[config.mk]
export PLATFORM = sky130hd
export DESIGN_NAME = mem_access_unit
export DESIGN_NICKNAME = d
export VERILOG_FILES = /design/src/rtl/mem_access_unit.sv
export SDC_FILE = /design/constraint.sdc
export NUM_CORES = 1
export LEC_CHECK = 0
export ABC_CLOCK_PERIOD_IN_PS = 2100
export CAP_MARGIN = 5
export CORE_MARGIN = 10
export CORE_UTILIZATION = 40
export CTS_CLUSTER_SIZE = 10
export DETAILED_ROUTE_END_ITERATION = 12
export PLACE_DENSITY = 0.79
export SLEW_MARGIN = 20
export SYNTH_ARGS = -nofsm -noshare
export SYNTH_HDL_FRONTEND = slang
export SYNTH_SLANG_ARGS = --single-unit
[constraint.sdc]
create_clock -name Clock -period 2.1 [get_ports Clock]
set_input_delay 0.42 -clock Clock [delete_from_list [all_inputs] [get_ports Clock]]
set_output_delay 0.42 -clock Clock [all_outputs]
set_load 0.02 [all_outputs]
[src/rtl/mem_access_unit.sv]
// Load/store initiator for a byte-addressed, big-endian 16-bit data memory.
// Sequences READ/WRITE strobes, does read-modify-write for byte stores, and returns a one-cycle response.
module mem_access_unit #(
    parameter int ADDR_WIDTH = 16,
    parameter int DATA_WIDTH = 16,
    parameter int MEM_BYTES  = 128
) (
    input  logic                  Clock,
    input  logic                  Reset,
    input  logic                  ReqValid,
    output logic                  ReqReady,
    input  logic                  ReqWrite,
    input  logic                  ReqByte,
    input  logic                  ReqSigned,
    input  logic [ADDR_WIDTH-1:0] ReqAddr,
    input  logic [DATA_WIDTH-1:0] ReqWData,
    output logic                  RespValid,
    output logic [DATA_WIDTH-1:0] RespData,
    output logic                  RespError,
    output logic [ADDR_WIDTH-1:0] MemAddress,
    output logic [DATA_WIDTH-1:0] MemWriteData,
    output logic                  MemWrite,
    output logic                  MemRead,
    input  logic [DATA_WIDTH-1:0] MemReadData
);

    localparam logic [1:0] IDLE  = 2'd0;
    localparam logic [1:0] READ  = 2'd1;
    localparam logic [1:0] WRITE = 2'd2;
    localparam logic [1:0] RESP  = 2'd3;

    logic [1:0]            state;
    logic                  op_write;
    logic                  op_byte;
    logic                  op_signed;
    logic                  lane_low;
    logic                  accept;
    logic                  req_error;
    logic                  req_last_byte;
    logic [ADDR_WIDTH-1:0] max_word_addr;
    logic [ADDR_WIDTH-1:0] max_byte_addr;
    logic [7:0]            sel_byte;
    logic [DATA_WIDTH-1:0] load_byte;

    assign max_word_addr = ADDR_WIDTH'(MEM_BYTES - 2);
    assign max_byte_addr = ADDR_WIDTH'(MEM_BYTES - 1);

    assign ReqReady  = !Reset && (state == IDLE);
    assign MemRead   = !Reset && (state == READ);
    assign MemWrite  = !Reset && (state == WRITE);
    assign RespValid = (state == RESP);
    assign accept    = ReqValid && ReqReady;

    // The last byte is reached through the low lane of the word below it,
    // so the memory's second byte address never leaves the array.
    assign req_last_byte = ReqByte && (ReqAddr == max_byte_addr);
    assign req_error     = ReqByte ? (ReqAddr > max_byte_addr) : (ReqAddr > max_word_addr);

    always_comb begin
        sel_byte  = lane_low ? MemReadData[7:0] : MemReadData[15:8];
        load_byte = {{(DATA_WIDTH-8){op_signed & sel_byte[7]}}, sel_byte};
    end

    always_ff @(posedge Clock) begin
        if (Reset) begin
            state        <= IDLE;
            op_write     <= 1'b0;
            op_byte      <= 1'b0;
            op_signed    <= 1'b0;
            lane_low     <= 1'b0;
            RespData     <= '0;
            RespError    <= 1'b0;
            MemAddress   <= '0;
            MemWriteData <= '0;
        end else begin
            case (state)
                IDLE: begin
                    if (accept) begin
                        op_write     <= ReqWrite;
                        op_byte      <= ReqByte;
                        op_signed    <= ReqSigned;
                        lane_low     <= req_last_byte;
                        MemAddress   <= req_last_byte ? (ReqAddr - ADDR_WIDTH'(1)) : ReqAddr;
                        MemWriteData <= ReqWData;
                        if (req_error) begin
                            RespError <= 1'b1;
                            RespData  <= '0;
                            state     <= RESP;
                        end else if (ReqWrite && !ReqByte) begin
                            state <= WRITE;
                        end else begin
                            state <= READ;
                        end
                    end
                end
                READ: begin
                    if (op_write) begin
                        // Byte store: merge the latched store byte into the word just read.
                        MemWriteData <= lane_low ? {MemReadData[DATA_WIDTH-1:8], MemWriteData[7:0]}
                                                 : {MemWriteData[7:0], MemReadData[7:0]};
                        state        <= WRITE;
                    end else begin
                        RespData  <= op_byte ? load_byte : MemReadData;
                        RespError <= 1'b0;
                        state     <= RESP;
                    end
                end
                WRITE: begin
                    RespData  <= '0;
                    RespError <= 1'b0;
                    state     <= RESP;
                end
                RESP: begin
                    state <= IDLE;
                end
                default: begin
                    state <= IDLE;
                end
            endcase
        end
    end

endmodule

==> results of run 1 <==
## state kept, by name (all words and copies together) (netlist names)
signal	cells
MemAddress	16
MemWriteData	16
RespData	16
RespError	1
lane_low	1
op_byte	1
op_signed	1
op_write	1
state	2
## cell usage in the layout, fill, tap and decap left out, types with 2 or more instances in the layout
cell / instances
clkdlybuf4s50_1: 103
dfxtp_1: 54
nor2_1: 38
nand2_1: 36
buf_4: 26
mux2i_1: 18
o21ai_0: 18
a211oi_1: 16
nand2b_1: 11
inv_1: 10
nand4_1: 9
a21oi_1: 9
o31ai_2: 8
a31o_2: 8
nand3b_1: 8
a311oi_1: 8
ha_1: 7
clkbuf_8: 7
nor2b_1: 5
nand3_1: 4
buf_12: 4
dlygate4sd2_1: 3
nor4_1: 2
a31o_1: 2
and3_1: 2
mux2_2: 2
nor3_1: 2
## power by group through the flow
stage                     Combinational, uW  Clock [uW]  Sequential, uW
after floorplan                        1410           0            1760
after global placement                 2670           0            1490
after detailed placement               2720           0            1500
after CTS                              2730         654            1480
after global routing                   2980         704            1520
final                                  2730         645            1480
## synthesized netlist by cell type
| library cell | n |
|---|---|
| dfxtp_1 | 55 |
| nor2_1 | 38 |
| nand2_1 | 36 |
| mux2i_1 | 18 |
| o21ai_0 | 18 |
| a211oi_1 | 17 |
| clkbuf_1 | 15 |
| nand2b_1 | 11 |
| inv_1 | 10 |
| a21oi_1 | 9 |
| nand4_1 | 9 |
| a311oi_1 | 8 |
| a31o_2 | 8 |
| ha_1 | 8 |
| nand3b_1 | 8 |
| o31ai_2 | 8 |
| buf_2 | 5 |
| nor2b_1 | 5 |
| nand3_1 | 4 |
| nor4_1 | 3 |
| a31o_1 | 2 |
| and3_1 | 2 |
| buf_4 | 2 |
| buf_6 | 2 |
| mux2_2 | 2 |
| nor3_1 | 2 |
| a211o_1 | 1 |
| a221oi_4 | 1 |
| and2_4 | 1 |
| buf_1 | 1 |
| buf_8 | 1 |
| inv_2 | 1 |
| nand2_2 | 1 |
| nand2b_4 | 1 |
| nand3_4 | 1 |
| nand4b_4 | 1 |
| o2bb2ai_1 | 1 |
| o31ai_1 | 1 |
| o41ai_4 | 1 |
| or4_4 | 1 |
| xnor2_1 | 1 |
## kinds of logic (layout without fill, tap and decap cells)
kind of cell / after synthesis / count (layout) / share of synthesized area
AO/OA/AOI/OAI: 75 / 75 / 0.2120
XOR/XNOR: 1 / 1 / 0.003098
adder cells (fa/ha/maj): 8 / 8 / 0.03540
buffers and inverters: 37 / 156 / 0.06327
flip-flops: 55 / 55 / 0.3894
multiplexers: 20 / 20 / 0.07168
AND/OR/NAND/NOR: 124 / 124 / 0.2252
## final cells by class
class	count	share of cell area
well taps	96	0.02814
inverters	11	0.009672
repair buffers	137	0.3148
clock buffers	8	0.02345
flip-flops and latches	55	0.2582
multi-input cells	228	0.3658
## stage by stage
step,setup TNS [ns],utilization,cell area [sq um],total power (uW)
floorplan,0,-,2828,3169
global placement,-4.841,0.6081,4154,4160
detailed placement,-6.113,0.6081,4154,4229
CTS,0,0.6225,4253,4869
global route,0,0.6249,4269,5197
finish,0,0.6249,4269,4856
## routing by layer
| layer | up-vias | GRT usage |
|---|---|---|
| met5 | - | 0 |
| met4 | 0 | 0.03082 |
| met3 | 4 | 0.07869 |
| met2 | 111 | 0.2595 |
| met1 | 1282 | 0.1935 |
| li1 | 1374 | - |
## worst min-delay path: cells and delay by family (launching register included)
family	cells	cell delay, ns
flops	1	0.32
simple gates	1	0.05
compound gates	1	0.06
## worst max-delay path by stage
stage	end	cells past startpoint	slack, ns	start
after floorplan	RespData[15]$_SDFFE_PP0P_	9	0.11	state[1]$_SDFFE_PP0N_
after global routing	RespData[11]$_SDFFE_PP0P_	8	0.006	Reset
after CTS	RespData[11]$_SDFFE_PP0P_	9	0.08	ReqAddr[0]
after global placement	RespError$_SDFFE_PP0P_	8	-0.21	ReqAddr[0]
final	RespData[11]$_SDFFE_PP0P_	9	0.08	ReqAddr[0]
after detailed placement	RespData[11]$_SDFFE_PP0P_	9	-0.25	ReqAddr[0]
## timing repair
action | in CTS | in global routing
hold buffers | 0 | 0
gates resized for setup | 4 | 4
endpoints found under the hold margin | 0 | 0
cloned | 0 | 0
setup endpoints to repair | 3 | 6
==> results.cfg, run 1 <==
[final_layout]
fillers = 623
seqCellArea_sq_um = 1102
area_delta_synth_final_pct = 50.97
layout.cells.non_filler = 535
insertedDiodeCount = 0
drive_above_1_share = 0.1572
multiInputGateArea_sq_um = 1562
finalNetCount = 500

[critical_path]
worstRegToRegCells = 8
crit_fanout = 10
reg2reg_setup_slack_ns = 0.17
critPathKind = in2reg
start_kind = input pin
worstPathArrival_ns = 2.23
slowest_stage = or4_4
path_cells = clkdlybuf4s50_1, inv_1, ha_1, inv_1, or4_4, nand3_4, buf_4, a211oi_1, a31o_2
worstReg2RegStart = state[0]$_SDFFE_PP0N_
worstPathRequired_ns = 2.31
cp-end-kind = flip-flop
crit_buf_inv = 4
crit_top_cell = inv_1
worst_r2r_endpoint = RespData[13]$_SDFFE_PP0P_
max_stage_delay_ns = 0.53
cpLargestDelayFamily = buffers and inverters

[power]
p_leak_uw = 0.001667
p_int_uw = 2847
combPwrFrac = 0.562
p_sw_uw = 2008
p_seq_frac = 0.305
p_per_area_nw_per_um2 = 1137
peakVddDrop_mv = 0.4424
switching_share = 0.4136
p_clk_frac = 0.133

[worst_hold_path]
min_to = MemAddress[15]$_SDFFE_PP0P_
hold_path.class = reg2reg
hold_path.startpoint = MemAddress[15]$_SDFFE_PP0P_
hold_depth = 2

[route]
first_iter_violations = 118
vias = 2771
firstDrtPassIters = 4
top_layer = met4
viasPerCell = 5.179
wl_met3_um = 1054
wl_met2_um = 4195
antenna_left = 0
wl_met1_um = 3718
drc = 0
wl_um = 9002
avgRoutedWirePerCell_um = 16.83

[global_routing]
grtUsageTotal = 0.1624
grt_pass1_wl_um = 14660
antenna_found_initial = 0
grt_pass1_vias = 2831
grt_overflow = 0
grt_max_degree = 37

[floorplanning]
io-pin-count = 107
rows = 30
start_util = 0.4139
core-area_sq_um = 6832
fp.dieW_um = 104.1
die-height_um = 104.1
dieArea_sq_um = 10830

[clocking]
cts_made_buffers = 5
cts.clk_slew.worst_paths_ns = 0.10
cts_setup_buffers = 0
tritoncts = built
h-tree-depth = 2
cts_sinks = 55
clk_path_buf_depth = 2
clock_latency_ns = 0.31
cts-root-buf = clkbuf_8

[sta]
clock.fmax_mhz = 494.1
hold_viol_final = 0
drv_slew = 0
finalCriticalPeriod_ns = 2.024
holdWs_ns = 0.4618
worst_pin_slew_ns = 0.5102
setup_ws_ns = 0.07629
worst_clock_skew_ns = 0.005989
slew-limit-headroom = 0.6599
rsz0062_at_grt = false
period_share = 0.9637
finalSetupViolCount = 0

[yosys]
yosysWarnings = 0
yosysTopAreaCell = dfxtp_1
avgSynthCellArea_sq_um = 8.837
ys_seq_elements = 55
syn_area_sq_um = 2828
synthCells = 320
ys_seq_area_frac = 0.3894
yosys.area.top_type_share = 0.3894
synth_cell_types = 41
synth.area.top_cells = dfxtp_1 (39%), mux2i_1 (6.4%), nor2_1 (5.0%)
synthesis.nets = 382

[placed_design]
portBuffers = 106
pre_cts_slack_ns = -0.2488
dp_cells = 527
dpl.hpwl_um = 7063
gp_congestion = 0.8327

[outcome]
outcome = completed

[run]
cap_violations = 0
(Power assumes the default switching activity.)
==> run 2, diff against run 1 <==
==> constraint.sdc (replaced) <==
create_clock -name Clock -period 2.1 [get_ports Clock]
set_input_delay 0.42 -clock Clock [delete_from_list [all_inputs] [get_ports Clock]]
set_output_delay 0.42 -clock Clock [all_outputs]
set_load 0.01 [all_outputs]
==> run 2 against run 1 <==
  * Sequential power about the same
  * Sequential share of layout area about the same
  * Clock-buffer cell count decreased by 2
  * Global-route usage decreased by 0.53 points
  * Flip-flop and latch count unchanged
  * Routed wire length decreased by 1.6%
==> results.cfg, run 2 (synthesized netlist as in run 1, its figures left out) <==
[outcome]
outcome = completed

[route]
drc = 0
first_iter_violations = 123
vias = 2787
avgRoutedWirePerCell_um = 16.52
wl_met3_um = 920
wl_met2_um = 4047
wl_met1_um = 3868
viasPerCell = 5.200
antenna_left = 0
wl_um = 8856
top_layer = met4
firstDrtPassIters = 5

[power]
switching_share = 0.3799
p_int_uw = 2968
combPwrFrac = 0.537
total_power_uw = 4786
p_leak_uw = 0.001679
p_per_area_nw_per_um2 = 1118
peakVddDrop_mv = 0.4239
p_clk_frac = 0.151
p_seq_frac = 0.312
p_sw_uw = 1818

[sta]
finalCriticalPeriod_ns = 2.045
slew-limit-headroom = 0.6496
worst_clock_skew_ns = 0.007354
finalSetupViolCount = 0
tns_ns = 0
hold_viol_final = 0
drv_slew = 0
worst_pin_slew_ns = 0.5256
rsz0062_at_grt = false
clock.fmax_mhz = 488.9
period_share = 0.9739

[worst_hold_path]
hold_depth = 2
min_to = MemAddress[13]$_SDFFE_PP0P_
hold_path.startpoint = MemAddress[13]$_SDFFE_PP0P_
hold_path.class = reg2reg

[critical_path]
worstPathArrival_ns = 2.25
reg2reg_setup_slack_ns = 0.15
path_cells = clkdlybuf4s50_1, inv_1, ha_1, inv_1, or4_4, nand3_4, buf_4, a211oi_1, a31o_2
worstRegToRegCells = 8
worstPathRequired_ns = 2.30
cp-end-kind = flip-flop
worst_r2r_endpoint = RespData[14]$_SDFFE_PP0P_
cpLargestDelayFamily = buffers and inverters
crit_buf_inv = 4
start_kind = input pin
critPathKind = in2reg
worstReg2RegStart = state[1]$_SDFFE_PP0N_
slowest_stage = or4_4
crit_fanout = 10
max_stage_delay_ns = 0.53
crit_top_cell = inv_1

[final_layout]
area_delta_synth_final_pct = 51.42
top_regs = MemAddress: 16 flops, MemWriteData: 16 flops, RespData: 16 flops
insertedDiodeCount = 0
seqCellArea_sq_um = 1104
fillers = 604
multiInputGateArea_sq_um = 1560
final_cell_mix = clkdlybuf4s50_1 (103), dfxtp_1 (53), nor2_1 (38), nand2_1 (36), buf_4 (28)
layout.cells.non_filler = 536
final_common_cell = clkdlybuf4s50_1
final_area_sq_um = 4282
final_util = 0.6267
drive_above_1_share = 0.1636
finalNetCount = 501

[global_routing]
grt_overflow = 0
antenna_found_initial = 0
grt_max_degree = 34
grtUsageTotal = 0.1571
grt_pass1_vias = 2788
grt_pass1_wl_um = 14230

[clocking]
postCtsHoldBufs = 0
clk_path_buf_depth = 2
cts.clk_slew.worst_paths_ns = 0.10
cts-root-buf = clkbuf_8
clock_latency_ns = 0.30
cts_made_buffers = 5
h-tree-depth = 2
cts_setup_buffers = 0
cts_sinks = 55
tritoncts = built

[placed_design]
place_area_sq_um = 4149
dpl.hpwl_um = 7010
dp_cells = 528
portBuffers = 106
gp_congestion = 0.8295

[floorplanning]
start_util = 0.4139
io-pin-count = 107
core-area_sq_um = 6832
dieArea_sq_um = 10830
die-height_um = 104.1
rows = 30
fp.dieW_um = 104.1

[run]
cap_violations = 0
## run 2: cell count changes in the layout (fill, tap and decap cells not counted)
cell	delta
buf_4	+2
bufinv_16	+1
nor4_2	-1
dfxtp_2	+1
nor3_1	-1
clkbuf_1	-1
buf_12	-1
nor3_2	+1
dfxtp_1	-1
clkinv_2	+1
clkbuf_8	-1
nor4_1	+1
## run 2: timing repair
action                     CTS  global route
setup endpoints to repair    3             8
gates resized for setup      4             5
cloned                       0             0
pin swaps                    0             1
## run 2: power groups by stage
stage | sequential, uW | combinational [uW] | clock (uW)
final | 1490 | 2570 | 723
after global routing | 1530 | 2840 | 780
after CTS | 1490 | 2570 | 744
after detailed placement | 1510 | 2570 | 0
after global placement | 1500 | 2510 | 0
after floorplan | 1590 | 1390 | 0
## run 2: worst reg2reg max path, delay by kind of cell, from the launching register on
kind            cells  cell delay (ns)
simple gates        2             0.28
fa+ha+maj           1             0.19
compound gates      2             0.59
flops               1             0.39
buf+inv             3             0.40
## run 2: layout make-up
type	count	area share
tap	96	0.02805
timing repair buffer	138	0.3127
sequential	55	0.2577
clock inverter	2	0.008182
multi-input combinational	228	0.3644
inverter	11	0.009643
clock buffer	6	0.01929
## run 2: layer usage
metal	up-vias	GRT usage
met2	110	0.2527
met3	4	0.07125
met4	0	0.02684
met5	-	0
met1	1304	0.1899
li1	1369	-
## run 2: how the worst max path moves through the flow
stage                                     end  depth (start not counted)                   from  slack [ns]
global placement       RespError$_SDFFE_PP0P_                          8             ReqAddr[0]       -0.22
CTS                 RespData[13]$_SDFFE_PP0P_                          8  state[0]$_SDFFE_PP0N_        0.05
floorplan           RespData[15]$_SDFFE_PP0P_                          9  state[1]$_SDFFE_PP0N_        0.11
detailed placement  RespData[13]$_SDFFE_PP0P_                          9             ReqAddr[0]       -0.26
finish              RespData[14]$_SDFFE_PP0P_                          9             ReqAddr[0]        0.05
global route        RespData[14]$_SDFFE_PP0P_                          9             ReqAddr[0]       0.001
## run 2: stage by stage
step / setup slack [ns] / hold WS [ns]
finish: 0.05476 / 0.4612
global route: 0.001081 / 0.4892
CTS: 0.04637 / 0.4652
detailed placement: -0.2600 / 0.4517
global placement: -0.2152 / 0.4432
floorplan: 0.1138 / 0.4391
